<file path="src/rtl/adc_conversion_sequencer.sv">
// Sequences SAR ADC conversions: latches config, pulses start, waits for a synchronised done edge
// with timeout, and buffers results in a show-ahead FIFO.
module adc_conversion_sequencer #(
    parameter int unsigned FIFO_DEPTH     = 4,
    parameter int unsigned START_W        = 4,
    parameter int unsigned TIMEOUT_CYCLES = 1023
) (
    input  logic                          clk,
    input  logic                          rst,
    input  logic                          enable,
    input  logic                          single_shot,
    input  logic [15:0]                   period,
    input  logic [15:0]                   config_1_cfg,
    input  logic [15:0]                   config_2_cfg,
    output logic [15:0]                   config_1_out,
    output logic [15:0]                   config_2_out,
    output logic                          start_conversion_out,
    input  logic                          conversion_finished_in,
    input  logic [15:0]                   result_in,
    input  logic                          fifo_rd,
    output logic [15:0]                   fifo_data,
    output logic                          fifo_valid,
    output logic [$clog2(FIFO_DEPTH):0]   fifo_count,
    output logic                          busy,
    output logic                          overflow,
    output logic                          timeout_err,
    input  logic                          clear_err
);

    localparam int unsigned AW = $clog2(FIFO_DEPTH);
    localparam int unsigned SW = $clog2(START_W + 1);
    localparam int unsigned WW = $clog2(TIMEOUT_CYCLES + 1);

    localparam logic [SW-1:0] START_LAST = SW'(START_W - 1);
    localparam logic [WW-1:0] WAIT_LAST  = WW'(TIMEOUT_CYCLES - 1);
    localparam logic [AW:0]   FULL_COUNT = (AW + 1)'(FIFO_DEPTH);

    localparam logic [2:0] StIdle    = 3'd0;
    localparam logic [2:0] StLoad    = 3'd1;
    localparam logic [2:0] StStart   = 3'd2;
    localparam logic [2:0] StWait    = 3'd3;
    localparam logic [2:0] StCapture = 3'd4;

    logic [2:0]    state_q, state_d;
    logic [SW-1:0] start_cnt_q, start_cnt_d;
    logic [WW-1:0] wait_cnt_q, wait_cnt_d;
    logic [15:0]   timer_q;
    logic [15:0]   config_1_q, config_2_q;
    logic          fin_meta_q, fin_sync_q, fin_prev_q;
    logic          fin_rise;
    logic          load, push, timeout_set;

    logic [15:0]   mem_q [FIFO_DEPTH];
    logic [AW-1:0] wr_ptr_q, rd_ptr_q;
    logic [AW:0]   count_q;
    logic          full, pop, push_ok, overflow_set;
    logic          overflow_q, timeout_err_q;

    assign fin_rise = fin_sync_q & ~fin_prev_q;

    always_comb begin
        state_d     = state_q;
        start_cnt_d = start_cnt_q;
        wait_cnt_d  = wait_cnt_q;
        push        = 1'b0;
        timeout_set = 1'b0;
        case (state_q)
            StIdle: begin
                if (single_shot || (enable && timer_q == '0)) begin
                    state_d = StLoad;
                end
            end
            StLoad: begin
                state_d     = StStart;
                start_cnt_d = '0;
            end
            StStart: begin
                if (start_cnt_q == START_LAST) begin
                    state_d    = StWait;
                    wait_cnt_d = '0;
                end else begin
                    start_cnt_d = start_cnt_q + 1'b1;
                end
            end
            StWait: begin
                if (fin_rise) begin
                    state_d = StCapture;
                end else if (wait_cnt_q == WAIT_LAST) begin
                    state_d     = StIdle;
                    timeout_set = 1'b1;
                end else begin
                    wait_cnt_d = wait_cnt_q + 1'b1;
                end
            end
            StCapture: begin
                state_d = StIdle;
                push    = 1'b1;
            end
            default: state_d = StIdle;
        endcase
    end

    // Config and timer register on the edge into LOAD so they are visible during the LOAD cycle.
    assign load = (state_q == StIdle) && (state_d == StLoad);

    always_ff @(posedge clk) begin
        if (rst) begin
            state_q     <= StIdle;
            start_cnt_q <= '0;
            wait_cnt_q  <= '0;
            timer_q     <= '0;
            config_1_q  <= '0;
            config_2_q  <= '0;
            fin_meta_q  <= 1'b0;
            fin_sync_q  <= 1'b0;
            fin_prev_q  <= 1'b0;
        end else begin
            state_q     <= state_d;
            start_cnt_q <= start_cnt_d;
            wait_cnt_q  <= wait_cnt_d;
            fin_meta_q  <= conversion_finished_in;
            fin_sync_q  <= fin_meta_q;
            fin_prev_q  <= fin_sync_q;
            if (load) begin
                config_1_q <= config_1_cfg;
                config_2_q <= config_2_cfg;
                // The LOAD cycle's own decrement is folded in, keeping start edges period apart.
                timer_q    <= (period == '0) ? '0 : period - 16'd1;
            end else if (timer_q != '0) begin
                timer_q <= timer_q - 16'd1;
            end
        end
    end

    assign full         = (count_q == FULL_COUNT);
    assign pop          = fifo_rd && (count_q != '0);
    assign push_ok      = push && (!full || pop);
    assign overflow_set = push && full && !pop;

    always_ff @(posedge clk) begin
        if (rst) begin
            for (int i = 0; i < int'(FIFO_DEPTH); i++) begin
                mem_q[i] <= '0;
            end
            wr_ptr_q      <= '0;
            rd_ptr_q      <= '0;
            count_q       <= '0;
            overflow_q    <= 1'b0;
            timeout_err_q <= 1'b0;
        end else begin
            if (push_ok) begin
                mem_q[wr_ptr_q] <= result_in;
                wr_ptr_q        <= wr_ptr_q + 1'b1;
            end
            if (pop) begin
                rd_ptr_q <= rd_ptr_q + 1'b1;
            end
            if (push_ok && !pop) begin
                count_q <= count_q + 1'b1;
            end else if (pop && !push_ok) begin
                count_q <= count_q - 1'b1;
            end
            if (overflow_set) begin
                overflow_q <= 1'b1;
            end else if (clear_err) begin
                overflow_q <= 1'b0;
            end
            if (timeout_set) begin
                timeout_err_q <= 1'b1;
            end else if (clear_err) begin
                timeout_err_q <= 1'b0;
            end
        end
    end

    assign config_1_out         = config_1_q;
    assign config_2_out         = config_2_q;
    assign start_conversion_out = (state_q == StStart);
    assign busy                 = (state_q != StIdle);
    assign fifo_data            = mem_q[rd_ptr_q];
    assign fifo_valid           = (count_q != '0);
    assign fifo_count           = count_q;
    assign overflow             = overflow_q;
    assign timeout_err          = timeout_err_q;

endmodule

</file>
<file path="config.mk">
export PLATFORM = sky130hd
export DESIGN_NAME = adc_conversion_sequencer
export DESIGN_NICKNAME = d
export VERILOG_FILES = /design/src/rtl/adc_conversion_sequencer.sv
export SDC_FILE = /design/constraint.sdc
export NUM_CORES = 1
export LEC_CHECK = 0
export ABC_AREA = 0
export BUFFER_PORTS_ARGS = -buffer_cell sky130_fd_sc_hd__buf_4
export CAP_MARGIN = 10
export CORE_MARGIN = 5
export CORE_UTILIZATION = 30
export DETAILED_ROUTE_END_ITERATION = 8
export GPL_TIMING_DRIVEN = 1
export SYNTH_ARGS = -nofsm -noshare
export SYNTH_HDL_FRONTEND = slang
export SYNTH_SLANG_ARGS = --single-unit
</file>
<file path="constraint.sdc">
create_clock -name clk -period 4.48 [get_ports clk]
set_input_delay 0.672 -clock clk [delete_from_list [all_inputs] [get_ports clk]]
set_output_delay 0.672 -clock clk [all_outputs]
set_load 0.005 [all_outputs]
</file>
## Yosys cells after proc, flatten, opt, wreduce, memory -nomap -nowiden

Memory sizes are Yosys's and may differ from the RTL's. A register that Yosys moved wholly into a read port is not among the register bits.
Index checks and enable logic that the tools add are counted.
Widths: inputs -> output; s select.

- $add $sub $neg: 8
- Multiply operators: 0
- Divide/modulo/power cells: 0
- Order comparisons: 0
- Eq/ne operators: 12
- Shifts and indexed selects: 0
- Mux-type cells: 33
- Bitwise logic cells: 2
- Reduce and logical (&&, ||, !) cells: 28

Operators with widths:

| cell | number |
|---|---|
| $mux 16 | 4 |
| $logic_not 16->1 | 2 |
| $sub 16x1->16 const B | 2 |
| $mux 10 | 3 |
| $mux 3 | 7 |
| $pmux 10 s2 | 1 |
| $reduce_bool 16->1 | 1 |
| $reduce_or 16->1 | 1 |
| $mux 1 | 13 |
| $pmux 3 s4 | 1 |
| $reduce_bool 2->1 | 6 |
| $add 10x1->10 const B | 1 |
| $eq 10x10->1 const B | 1 |
| $eq 3x2->1 const B | 3 |
| $logic_and 1x1->1 | 8 |
| $add 3x1->3 const B | 2 |
| $eq 3x1->1 const B | 2 |
| $eq 3x3->1 const B | 2 |
| $mux 2 | 3 |
| $ne 2x2->1 const B | 3 |
| $pmux 3 s2 | 1 |
| $reduce_bool 3->1 | 2 |
| $add 2x1->2 const B | 2 |
| $reduce_and 4->1 | 1 |
| other kinds (8) | 11 |

- Register bits after elaboration: 76
- Latch bits: 0
- RAM bits: 64
- Bits in read-only memories: 0
- Input port bits: 71
- Output and inout bits: 56
- Word-level logic and storage cells: 98
- Memories kept: 1

Memory list:

| memory | words | bits a word | rd ports | clocked after memory_dff | wr ports | line | source |
|---|---|---|---|---|---|---|---|
| mem_q | 4 | 16 | 1 | 1 | 4 | 53 | `logic [15:0] mem_q [FIFO_DEPTH];` |

## Depth between registers and ports, before layout

- Depth after elaboration: 9
- Mapped depth: 9
- Depth with buffers taken out: 8

## Least setup slack after synthesis

OpenSTA, ideal clock, no wires.

- Kind: input -> register
- Start: in fifo_rd
- End: mem mem_q[0][0] (enable)
- Setup time: 0.291 ns
- Arrival time: 2.095 ns
- Data required time: 4.189 ns
- Path slack: 2.094 ns
- Stages: 6
- Buffers on the path: 1
- Cells stage by stage: nor4b_1 and3b_1 buf_2 and2b_1 nor3b_2 or2_2

RTL lines:

| what | line | source |
|---|---|---|
| start: declaration | 20 | `input logic fifo_rd,` |
| end: declaration | 53 |  |

==> out/metrics.cfg <==
[outcome]
status = complete, no violations

[global_routing]
grt_overflow = 0
antenna_found_initial = 0
first_global_vias = 4823
grt_pass1_wl_um = 24700
grtUsageTotal_pct = 12.7
grt_max_degree = 66

[die]
die_h_um = 157
num_io_pins = 127
start_util_pct = 30.6
chipWidth_um = 157
num_rows = 53
core_area_um2 = 21200
die_area_um2 = 24600

[timing]
setup_slack_ps = 1810
hold_viol_final = 0
hold-worst-slack_ps = 451
slew_headroom_pct = 36.9
rsz0062_at_grt = false
fin_crit_sh_pct = 59.6
worst_slew_pin_slew_ps = 942
max_freq_ghz = 0.375
setup_viol_count_final = 0
skew_ps = 13.6
slew_viol_final = 0
finalSetupTns_ps = 0
min_period_ps = 2670

[synth]
synth_seq_area_share_pct = 53.8
netlist.area_leader.share_pct = 29.7
synth_area_leaders = edfxtp_1 30%, dfxtp_1 24%, and2_1 6.4%
synthesis.nets = 681
postSynthCellCount = 601
yosysUniqueCellTypes = 59
async_flop_share_pct = 0
ys.flop_type = dfxtp_1
ys_seq_elements = 142
yosys_warnings = 0
syn_area_um2 = 6470
syn_avg_cell_area_um2 = 10.8
yosysTopAreaCell = edfxtp_1
synth_edf_count = 64

[placed_design]
place.detailed.hpwl_um = 10600
gp_congestion = 0.776
pre_cts_slack_ps = 1500
port_buffers = 126

[drt]
wl_per_cell_um = 15.0
drt-total-wl_um = 15100
drt_iter0_markers = 154
drcViolationCount = 0
via_per_inst = 4.65
postRouteAntennaNets = 0
drt-pass1-iter-count = 7
vias = 4698

[layout]
layout_commonest_cell = buf_4
antennaDiodeCount = 0
area_delta_synth_final_pct = 28.2
final_layout_size_suffix_gt1_share_pct = 27.3
finalNetCount = 802
fillCellCount = 2097
layout_common_cells = 130 x buf_4, 86 x nand2_1, 78 x dfxtp_1, 66 x and2_1, 64 x edfxtp_1

[cts]
numCtsBuffers = 17
holdBufCountCts = 0
clock_path_buffers = 2
htreeDepth = 4
cts_tree = done
cts.sinks = 142
cts_resized = 0
clk_latency_ps = 430
cts_setup_buffers = 0
clk_root_buffer_cell = clkbuf_16
clk_pin_slew_ps = 70

[worst_setup_path]
crit_arrival_ps = 2000
setup.worst_path.end_class = output port
crit_type = reg2out
r2r-start = state_q[0]
cp-start-kind = register
cp_data_required_time_ps = 3810
cp_max_fo = 10

[min_path]
min_path_type = reg2reg
hp-start = config_1_out[14]

[power]
pwr_density_cell_nw_per_um2 = 459
power_leakage_uw = 0.00322
ir_worst_vdd_uv = 275

[run]
maxCapViolations = 0

-- metal layers --
layer / up-vias / track usage, % / wire (um) / share of wire, %
met5: - / 0 / 0 / 0
met4: 0 / 4.21 / 187 / 1.2
met3: 10 / 4.65 / 1240 / 8.2
met2: 138 / 20.6 / 7060 / 47
met1: 2191 / 15.8 / 6640 / 44
li1: 2359 / - / - / -
-- state kept, by name, summed over array words and instances (netlist names), named ones only --
name          flops
timer_q          16
fin_prev_q        1
config_1_out     16
fin_meta_q        1
wr_ptr_q          2
state_q           3
wait_cnt_q       10
fin_sync_q        1
fifo_count        3
config_2_out     16
mem_q            64
rd_ptr_q          2
overflow          1
timeout_err       1
start_cnt_q       3
-- cell families after synthesis --
group | count (synthesis) | synth area share (%)
buffers and inverters | 43 | 2.92
adders and majority gates | 9 | 1.86
DFF | 142 | 53.8
AOI/OAI and AO/OA | 82 | 8.23
muxes | 20 | 6.20
xor gates and xnor gates | 37 | 5.01
and+or+nand+nor | 268 | 22.0
-- power breakdown --
part,switching (uW),internal (uW)
Combinational,395,439
Clock,645,750
Sequential,122,1460
-- worst paths after layout --
| path | endpoint | slack [ps] | cells past startpoint |
|---|---|---|---|
| worst max-delay path | fifo_data[0] | 1810 | 3 |
| worst max register to register | mem_q[1][1] | 1810 | 5 |
| worst min register to register | config_1_out[14] | 450 | 2 |
| worst min-delay path | config_1_out[14] | 450 | 2 |
-- cells in the mapped netlist, drive strengths merged, types with 10 or more instances --
library cell / instances
a21oi: 46
and2: 66
buf: 12
clkbuf: 17
dfxtp: 78
edfxtp: 64
inv: 14
mux4: 16
nand2: 86
nand3: 10
nor2: 33
nor3: 14
or3: 10
xnor2: 14
xor2: 23
-- critical path: stages (launching register included) --
cell and delay (ps):
dfxtp_1 690, buf_16 220, mux4_2 510, buf_4 150
-- metrics by stage --
step	total power (uW)	instance area, um^2	utilization, %	cells
3_3_place_gp	2430	7670	36.3	977
4_1_cts	3840	8270	39.1	1009
5_1_grt	4020	8300	39.2	1010
2_1_floorplan	2090	6470	-	601
3_5_place_dp	2430	7670	36.3	977
6_report	3810	8300	39.2	1010
-- layout make-up --
| type | count | area [um^2] | share of cell area [%] |
|---|---|---|---|
| tap | 275 | 344 | 4.15 |
| multi-input combinational | 416 | 2820 | 33.9 |
| inverter | 14 | 52.6 | 0.633 |
| timing repair buffer | 131 | 1000 | 12.1 |
| sequential | 142 | 3480 | 42.0 |
| clock inverter | 15 | 174 | 2.10 |
| clock buffer | 17 | 425 | 5.13 |
Note: power is estimated with default switching activity, not from simulation.
